===== config.mk =====
export PLATFORM = sky130hd
export DESIGN_NAME = load_store_unit
export DESIGN_NICKNAME = d
export VERILOG_FILES = /design/src/rtl/load_store_unit.sv
export SDC_FILE = /design/constraint.sdc
export NUM_CORES = 1
export LEC_CHECK = 0
export ABC_AREA = 1
export ABC_CLOCK_PERIOD_IN_PS = 5300
export CAP_MARGIN = 15
export CORE_ASPECT_RATIO = 0.75
export CORE_MARGIN = 3
export CORE_UTILIZATION = 45
export CTS_CLUSTER_DIAMETER = 120
export DETAILED_ROUTE_END_ITERATION = 10
export PLACE_DENSITY = 0.77
export SLEW_MARGIN = 20
export SYNTH_ARGS = -nofsm -noshare
export SYNTH_HDL_FRONTEND = slang
export SYNTH_SLANG_ARGS = --single-unit

===== constraint.sdc =====
create_clock -name clk -period 5.3 [get_ports clk]
set_clock_uncertainty 0.15 [all_clocks]
set_input_delay 1.06 -clock clk [delete_from_list [all_inputs] [get_ports clk]]
set_output_delay 1.06 -clock clk [all_outputs]
set_load 0.02 [all_outputs]

===== src/rtl/load_store_unit.sv =====
// Load/store unit: turns one-hot Load/Store codes into a single memory
// request/grant/response transaction with byte lanes and load extension.
module load_store_unit #(
    parameter int unsigned TIMEOUT = 64
) (
    input  logic        clk,
    input  logic        rst,
    input  logic        start,
    input  logic [4:0]  Load,
    input  logic [2:0]  Store,
    input  logic [31:0] addr,
    input  logic [31:0] wdata,
    output logic        busy,
    output logic        done,
    output logic        err,
    output logic [1:0]  err_cause,
    output logic [31:0] rd_data,
    output logic        mem_req,
    output logic        mem_we,
    output logic [31:0] mem_addr,
    output logic [3:0]  mem_be,
    output logic [31:0] mem_wdata,
    input  logic        mem_gnt,
    input  logic        mem_rvalid,
    input  logic [31:0] mem_rdata
);

    typedef enum logic [1:0] {IDLE, REQ, WAIT, FIN} state_t;

    state_t      state, state_nxt;
    logic [7:0]  cnt;
    logic [4:0]  ld_q;
    logic [1:0]  off_q;

    logic        accept, fail, capture, cnt_hit;
    logic [1:0]  fail_code;
    logic        is_half, is_word, misal;
    logic [3:0]  be_nxt;
    logic [31:0] wd_nxt, load_val, shifted;
    logic [15:0] half_sel;

    assign is_half = Load[1] | Load[4] | Store[1];
    assign is_word = Load[2] | Store[2];
    assign misal   = (is_half && addr[0]) || (is_word && (addr[1:0] != 2'b00));
    assign cnt_hit = ((9'(cnt) + 9'd1) == 9'(TIMEOUT));

    always_comb begin
        be_nxt = 4'b0001 << addr[1:0];
        if (is_half) be_nxt = addr[1] ? 4'b1100 : 4'b0011;
        if (is_word) be_nxt = 4'b1111;
        wd_nxt = '0;
        if (Store[0]) wd_nxt = {4{wdata[7:0]}};
        if (Store[1]) wd_nxt = {2{wdata[15:0]}};
        if (Store[2]) wd_nxt = wdata;
    end

    always_comb begin
        shifted  = mem_rdata >> {off_q, 3'b000};
        half_sel = off_q[1] ? mem_rdata[31:16] : mem_rdata[15:0];
        if (ld_q[0])      load_val = {{24{shifted[7]}}, shifted[7:0]};
        else if (ld_q[1]) load_val = {{16{half_sel[15]}}, half_sel};
        else if (ld_q[3]) load_val = {24'h0, shifted[7:0]};
        else if (ld_q[4]) load_val = {16'h0, half_sel};
        else              load_val = mem_rdata;
    end

    always_comb begin
        state_nxt = state;
        accept    = 1'b0;
        fail      = 1'b0;
        fail_code = 2'b00;
        capture   = 1'b0;
        unique case (state)
            IDLE: begin
                if (start && (|{Load, Store})) begin
                    if (!$onehot({Load, Store})) begin
                        fail      = 1'b1;
                        fail_code = 2'b10;
                        state_nxt = FIN;
                    end else if (misal) begin
                        fail      = 1'b1;
                        fail_code = 2'b01;
                        state_nxt = FIN;
                    end else begin
                        accept    = 1'b1;
                        state_nxt = REQ;
                    end
                end
            end
            REQ: begin
                if (cnt_hit) begin
                    fail      = 1'b1;
                    fail_code = 2'b11;
                    state_nxt = FIN;
                end else if (mem_gnt) begin
                    state_nxt = WAIT;
                end
            end
            WAIT: begin
                // A response on the timeout cycle still wins over the timeout.
                if (mem_rvalid) begin
                    capture   = 1'b1;
                    state_nxt = FIN;
                end else if (cnt_hit) begin
                    fail      = 1'b1;
                    fail_code = 2'b11;
                    state_nxt = FIN;
                end
            end
            FIN:     state_nxt = IDLE;
            default: state_nxt = IDLE;
        endcase
    end

    always_ff @(posedge clk) begin
        if (rst) begin
            state     <= IDLE;
            cnt       <= '0;
            ld_q      <= '0;
            off_q     <= '0;
            busy      <= 1'b0;
            done      <= 1'b0;
            err       <= 1'b0;
            err_cause <= 2'b00;
            rd_data   <= '0;
            mem_req   <= 1'b0;
            mem_we    <= 1'b0;
            mem_addr  <= '0;
            mem_be    <= '0;
            mem_wdata <= '0;
        end else begin
            state   <= state_nxt;
            busy    <= (state_nxt != IDLE);
            done    <= (state_nxt == FIN);
            err     <= fail;
            mem_req <= (state_nxt == REQ);
            if (state == REQ || state == WAIT) cnt <= cnt + 8'd1;
            if (accept) begin
                cnt       <= '0;
                ld_q      <= Load;
                off_q     <= addr[1:0];
                mem_we    <= |Store;
                mem_addr  <= {addr[31:2], 2'b00};
                mem_be    <= be_nxt;
                mem_wdata <= wd_nxt;
            end
            if (fail) err_cause <= fail_code;
            if (capture) begin
                err_cause <= 2'b00;
                if (|ld_q) rd_data <= load_val;
            end
        end
    end

endmodule

==> results of run 1 <==
-- placed cells by master, fill, tap and decap left out, types with 5 or more instances in the layout --
master	netlist	layout
a21oi_1	41	41
a31o_2	5	5
buf_4	4	12
clkbuf_16	0	17
clkdlybuf4s50_1	0	213
dfxtp_1	122	122
ha_1	10	10
inv_1	95	94
inv_6	0	6
nand2_1	170	170
nand3_1	108	108
nor2_1	39	39
nor3_1	8	8
o211ai_1	21	21
o21ai_0	50	50
o21ai_2	26	26
o221ai_1	8	8
o22ai_2	5	5
-- critical path, stage by stage --
cell and delay (ns):
clkdlybuf4s50_1 0.45, inv_1 0.06, fa_1 0.55, fa_1 0.42
fa_1 0.48, inv_1 0.05, ha_1 0.19, inv_1 0.07
fa_1 0.40, nand2_1 0.07, inv_1 0.04, nand3_1 0.13
nor2_2 0.07, nand2_4 0.13, buf_4 0.48, nand3_1 0.18
o21ai_2 0.09
-- sequential cells by signal (all words and copies together), names as in the netlist --
signal	cells
busy	1
err	1
off_q	2
ld_q	5
mem_req	1
mem_addr	30
mem_be	4
err_cause	2
mem_we	1
cnt	8
mem_wdata	32
done	1
state	2
rd_data	32
-- power groups by stage --
stage                     logic [mW]  registers, mW  clock network [mW]
after global placement         0.593           1.05                   0
after floorplan                0.334           1.07                   0
after global routing           0.685           1.04                1.31
final                          0.613           1.03                1.26
after CTS                      0.611           1.03                1.27
after detailed placement       0.602           1.05                   0
-- logic make-up after synthesis --
family	Yosys count	synth area share
other	1	0.000626
XOR/XNOR	1	0.00146
adder cells (fa/ha/maj)	14	0.0343
AO/OA/AOI/OAI	175	0.195
flip-flops	122	0.408
buffers and inverters	146	0.108
AND/OR/NAND/NOR	345	0.253
-- through the flow --
step	hold slack, ns	total power, mW	setup slack (ns)
after global placement	0.305	1.64	0.251
final	0.316	2.90	0.569
after detailed placement	0.307	1.65	0.172
after global routing	0.342	3.03	0.302
after CTS	0.316	2.90	0.587
after floorplan	0.305	1.41	0.952
-- synth_stat cells (5+ instances only) --
library cell and number:
a21oi_1 41, a31o_2 5, buf_2 11, buf_6 9
clkbuf_1 22, dfxtp_1 122, ha_1 10, inv_1 95
nand2_1 170, nand3_1 108, nor2_1 39, nor3_1 8
o211ai_1 21, o21ai_0 50, o21ai_2 26, o221ai_1 8
o22ai_2 5
-- area by class of cell --
| cell class | count | area (µm²) |
|---|---|---|
| multi-input combinational | 537 | 2910 |
| fill | 1042 | 3850 |
| inverter | 99 | 373 |
| clock inverter | 15 | 211 |
| sequential | 122 | 2440 |
| clock buffer | 17 | 425 |
| timing repair buffer | 226 | 2240 |
| tap | 166 | 208 |
-- final timing paths --
path,startpoint,to,slack [ns],cells past startpoint
worst min register to register,mem_be[2],mem_be[2],0.32,2
worst min-delay path,mem_be[2],mem_be[2],0.32,2
worst max register to register,off_q[1],rd_data[11],2.58,9
worst max-delay path,Load[0],mem_wdata[23],0.57,17
-- layer usage --
metal  vias up  GRT usage  wire, µm
met2       312      0.367      8090
met3        29     0.0764      1920
met1      2720      0.353      8570
met4         2     0.0740       298
met5         -          0        13
li1       3084          -         -
==> results.tsv, run 1 <==
stage	metric	value	unit
setup_path	Max FO, Critical Path	54	
cells_and_area	Util after Layout	0.696	
power	clock power share	0.434	
timing	achievable frequency	0.211	GHz
synth	register bit total from synthesis	122	
detailed_routing	DR vias	6147	
grt	first-pass GRT wire length	29800	µm
hold_path	Hold/Removal Path Class	reg -> reg	
synth	Yosys top cell area share	0.408	
timing	Slew Viols, Final	0	
clock_network	H-tree levels	4	
grt	GRT Overall Usage	0.250	
floorplan	starting density of the core	0.473	
timing	post-route minimum period	4.73	ns
timing	Finish-stage setup viols	0	
setup_path	Data required, critical path	5.50	ns
power	Sw Ratio	0.296	
clock_network	number of buffers created by CTS	17	
timing	Slew @ Worst Pin	0.833	ns
detailed_routing	per-cell routed wire length	16.0	µm
placed_design	Port Buf Inserts	213	
clock_network	setup repair bufs after CTS	0	
floorplan	Die X	139	µm
clock_network	clk root buf	clkbuf_16	
power	sw power	857	µW
power	Reg power frac	0.355	
setup_path	crit path launch type	input port	
setup_path	Worst EP arrival	4.93	ns
synth	async set-reset flop share out of synthesis	0	
detailed_routing	total wire length	18900	µm
clock_network	TritonCTS clock tree	yes	
timing	RSZ-0062 raised after global routing	no	
power	Worst IR Drop VDD	0.000262	V
clock_network	clk sinks	122	
synth	Avg Inst Size Synth	7.45	µm²
synth	YS warnings	0	
setup_path	type of the worst setup path	in -> reg	
detailed_routing	antenna viol nets, final	0	
clock_network	post-cts sizing count	0	
placed_design	placed cell areas	8170	µm²
detailed_routing	vias per cell	5.20	
status	status	complete, no violations	
timing	final cycle utilization of the critical path	0.893	
synth	Synth area leader	dfxtp_1	
detailed_routing	Pre-antenna DRT Iters	5	
cells_and_area	fraction of layout cells with a size suffix above 1	0.101	
synth	area of the mapped netlist	5990	µm²
grt	initial antenna violation count	1	
synth	top cells by area, synth	dfxtp_1 (41%), nand2_1 (11%), nand3_1 (9.0%)	
synth	Primary FF master, synth	dfxtp_1	
cells_and_area	Final Non-Filler Cells	1182	
clock_network	Clock Pin Slew Worst Setup and Hold Paths	0.06	ns
clock_network	Clock Tree Buf Depth	2	
clock_network	Clk Latency, worst-skew pair	0.41	ns
timing	Rel. slew slack	0.445	
floorplan	core box area	12700	µm²
power	design internal power	2.04	mW
floorplan	I/O Pins	216	
grt	gr ovfl total	0	
synth	Seq/Total Area, Yosys	0.408	
synth	number of synthesized flops with an enable pin	0	
synth	Distinct cells, synth	41	
floorplan	Rows	35	
grt	pin count of the biggest net entering global routing	56	
synth	Gate Count Post-Synth	804	
setup_path	CP endpoint kind	flip-flop	
placed_design	Cells after DPL	1150	
clock_network	Hold Buf Count CTS	0	
grt	number of global-route vias before repair	5656	
run	maxcap violations	0	
timing	Hold Fails Final Rpt	0	
cells_and_area	Final Cell Area	8810	µm²
cells_and_area	ANT cells	0	
floorplan	die outline height	106	µm
floorplan	die area	14700	µm²
detailed_routing	# DRC	0	
cells_and_area	# nets final	1126	
timing	Setup TNS	0	ns
cells_and_area	Layout area overhead	47.1	%
detailed_routing	DRT iter0 DRCs	521	
power	Comb power frac	0.212	
placed_design	HPWL Detailed	13700	µm
power	Leak	3.85	nW
power	Cell Pwr Density	329	nW/µm²
placed_design	routability cong.	0.911	
(Power assumes the default switching activity.)
==> run 2: changes to the inputs <==
Settings changed: HOLD_SLACK_MARGIN set to 0.06, SKIP_LAST_GASP set to 1.
==> results of run 2 <==
No change in the layout: final DEF, timing and power equal those of run 1.
==> run 3: changes to the inputs <==
Settings changed: CORE_MARGIN 3 to unset, SLEW_MARGIN 20 to 15.
==> run 3 against run 2 <==
Sequential power about the same. Combinational power up 0.7%. Global-route usage up 0.77 points. Clock power down 6%. Clock-buffer cell count up 4. Setup slack worse by 0.18 ns. Final cell count up 0.25%. Cell area down 0.37%. Sequential share of layout area up 0.10 points. Critical path type unchanged. Largest cell class unchanged.
==> results.tsv, run 3 (synthesis gave the netlist of run 1 again) <==
stage	metric	value	unit	change
floorplan	Rows	36		was 35
cells_and_area	fraction of layout cells with a size suffix above 1	0.0986		was 0.101
timing	Slew @ Worst Pin	0.860	ns	was 0.833 ns
hold_path	Hold Path Origin	mem_addr[2]		was mem_be[2]
cells_and_area	# nets final	1124		was 1126
timing	achievable frequency	0.204	GHz	was 0.211 GHz
clock_network	number of buffers created by CTS	17		unchanged
grt	first-pass GRT wire length	27700	µm	was 29800 µm
setup_path	FF-to-FF setup slack	2.53	ns	was 2.58 ns
grt	initial antenna violation count	1		unchanged
setup_path	R2R Path End	rd_data[15]		was rd_data[11]
timing	Finish-stage setup viols	0		unchanged
power	Worst IR Drop VDD	0.000250	V	was 0.000262 V
setup_path	crit path launch type	input port		unchanged
hold_path	Hold Path Depth	2		unchanged
detailed_routing	antenna viol nets, final	0		unchanged
hold_path	Endpoint, Worst Hold	mem_addr[2]		was mem_be[2]
run	maxcap violations	0		unchanged
timing	final cycle utilization of the critical path	0.926		was 0.893
setup_path	CP endpoint kind	flip-flop		unchanged
timing	Hold Fails Final Rpt	0		unchanged
cells_and_area	Layout area overhead	46.5	%	was 47.1%
placed_design	Cells after DPL	1153		was 1150
clock_network	Hold Buf Count CTS	0		unchanged
setup_path	Worst EP arrival	5.01	ns	was 4.93 ns
timing	Setup TNS	0	ns	unchanged
detailed_routing	met3 WL post-DR	1580	µm	was 1920 µm
clock_network	setup repair bufs after CTS	0		unchanged
placed_design	routability cong.	0.848		was 0.911
detailed_routing	routed wl met2	7900	µm	was 8090 µm
setup_path	type of the worst setup path	in -> reg		unchanged
placed_design	HPWL Detailed	12700	µm	was 13700 µm
detailed_routing	total wire length	17900	µm	was 18900 µm
grt	gr ovfl total	0		unchanged
floorplan	Die X	135	µm	was 139 µm
grt	pin count of the biggest net entering global routing	71		was 56
power	Cell Pwr Density	323	nW/µm²	was 329 nW/µm²
cells_and_area	ANT cells	0		unchanged
detailed_routing	# DRC	0		unchanged
floorplan	die area	13800	µm²	was 14700 µm²
cells_and_area	Final Non-Filler Cells	1185		was 1182
timing	worst hold margin	0.317	ns	was 0.316 ns
cells_and_area	most frequent cells in the layout	clkdlybuf4s50_1 (213), nand2_1 (170), dfxtp_1 (122), nand3_1 (108), inv_1 (94)		unchanged
clock_network	post-cts sizing count	0		unchanged
floorplan	I/O Pins	216		unchanged
detailed_routing	vias per cell	5.18		was 5.20
status	status	complete, no violations		unchanged
timing	RSZ-0062 raised after global routing	no		unchanged
detailed_routing	Pre-antenna DRT Iters	5		unchanged
placed_design	Port Buf Inserts	213		unchanged
detailed_routing	Metal-1 WL	8270	µm	was 8570 µm
detailed_routing	DRT iter0 DRCs	417		was 521
detailed_routing	per-cell routed wire length	15.1	µm	was 16.0 µm
clock_network	TritonCTS clock tree	yes		unchanged
clock_network	clk sinks	122		unchanged
grt	number of global-route vias before repair	5419		was 5656
grt	GRT Overall Usage	0.258		was 0.250
setup_path	Data required, critical path	5.40	ns	was 5.50 ns
setup_path	Max FO, Critical Path	32		was 54
setup_path	Worst Reg-to-Reg Cells	9		unchanged
clock_network	Clk Latency, worst-skew pair	0.40	ns	was 0.41 ns
cells_and_area	Top Registers	mem_wdata (32), rd_data (32), mem_addr (30)		unchanged
timing	post-route minimum period	4.91	ns	was 4.73 ns
cells_and_area	commonest non-fill, non-tap cell in the layout	clkdlybuf4s50_1		unchanged
clock_network	Clock Pin Slew Worst Setup and Hold Paths	0.05	ns	was 0.06 ns
floorplan	die outline height	102	µm	was 106 µm
clock_network	Clock Tree Buf Depth	2		unchanged
setup_path	worst flop-to-flop path startpoint	off_q[1]		unchanged
detailed_routing	DR vias	6138		was 6147
timing	Rel. slew slack	0.426		was 0.445
floorplan	core box area	13000	µm²	was 12700 µm²
timing	Slew Viols, Final	0		unchanged
detailed_routing	highest metal used	met5		unchanged
floorplan	starting density of the core	0.462		was 0.473
power	Leak	3.83	nW	was 3.85 nW
clock_network	clk root buf	clkbuf_16		unchanged
hold_path	Hold/Removal Path Class	reg -> reg		unchanged
clock_network	H-tree levels	4		unchanged
-- run 3: cell types whose count changed in the layout (fill, tap and decap cells not counted), sizes merged --
cell | before | now
buf | 13 | 11
bufinv | 4 | 3
clkbuf | 17 | 21
clkinv | 6 | 7
clkinvlp | 1 | 2
inv | 103 | 98
-- run 3: how the worst max path moves through the flow --
stage                         to  slack (ns)  cells after the start     from
floorplan           mem_addr[24]        0.95                     17  Load[0]
global placement          cnt[3]         0.1                     17  Load[0]
detailed placement  mem_wdata[9]       0.005                     17  Load[0]
CTS                 mem_wdata[9]        0.43                     17  Load[0]
global route        mem_wdata[9]        0.19                     17  Load[0]
finish              mem_wdata[9]        0.39                     17  Load[0]
-- run 3: critical path, cell delays in order --
cell	delay (ns)
clkdlybuf4s50_1	0.45
inv_1	0.06
fa_1	0.55
fa_1	0.43
fa_1	0.49
inv_1	0.04
ha_1	0.19
inv_1	0.08
fa_1	0.41
nand2_1	0.07
inv_1	0.03
nand3_1	0.12
nor2_2	0.07
nand2_4	0.11
nor2_8	0.04
inv_2	0.63
o21ai_0	0.16
-- run 3: power breakdown --
group / internal (mW) / total (mW) / switching (mW)
combinational: 0.266 / 0.617 / 0.352
clock: 0.776 / 1.19 / 0.415
sequential: 0.979 / 1.03 / 0.0473
total: 2.02 / 2.83 / 0.814
-- run 3: per-stage QoR --
step | setup slack (ns) | util | cell area (µm²) | power, mW
floorplan | 0.952 | - | 5990 | 1.41
global placement | 0.0971 | 0.629 | 8160 | 1.63
detailed placement | 0.00536 | 0.629 | 8160 | 1.65
CTS | 0.434 | 0.676 | 8770 | 2.85
global route | 0.188 | 0.676 | 8770 | 2.96
finish | 0.392 | 0.676 | 8770 | 2.83
-- run 3: per-layer routing --
metal  up-vias  GRT usage
met5         -          0
met4         2     0.0657
met3        12     0.0719
met2       249      0.389
met1      2800      0.361
li1       3075          -
-- run 3: final cells by class --
class / instances / area, µm²
clock buffer: 21 / 470
clock inverter: 11 / 143
fill: 1117 / 4200
inverter: 99 / 373
multi-input combinational: 537 / 2910
sequential: 122 / 2440
tap: 171 / 214
timing repair buffer: 224 / 2230
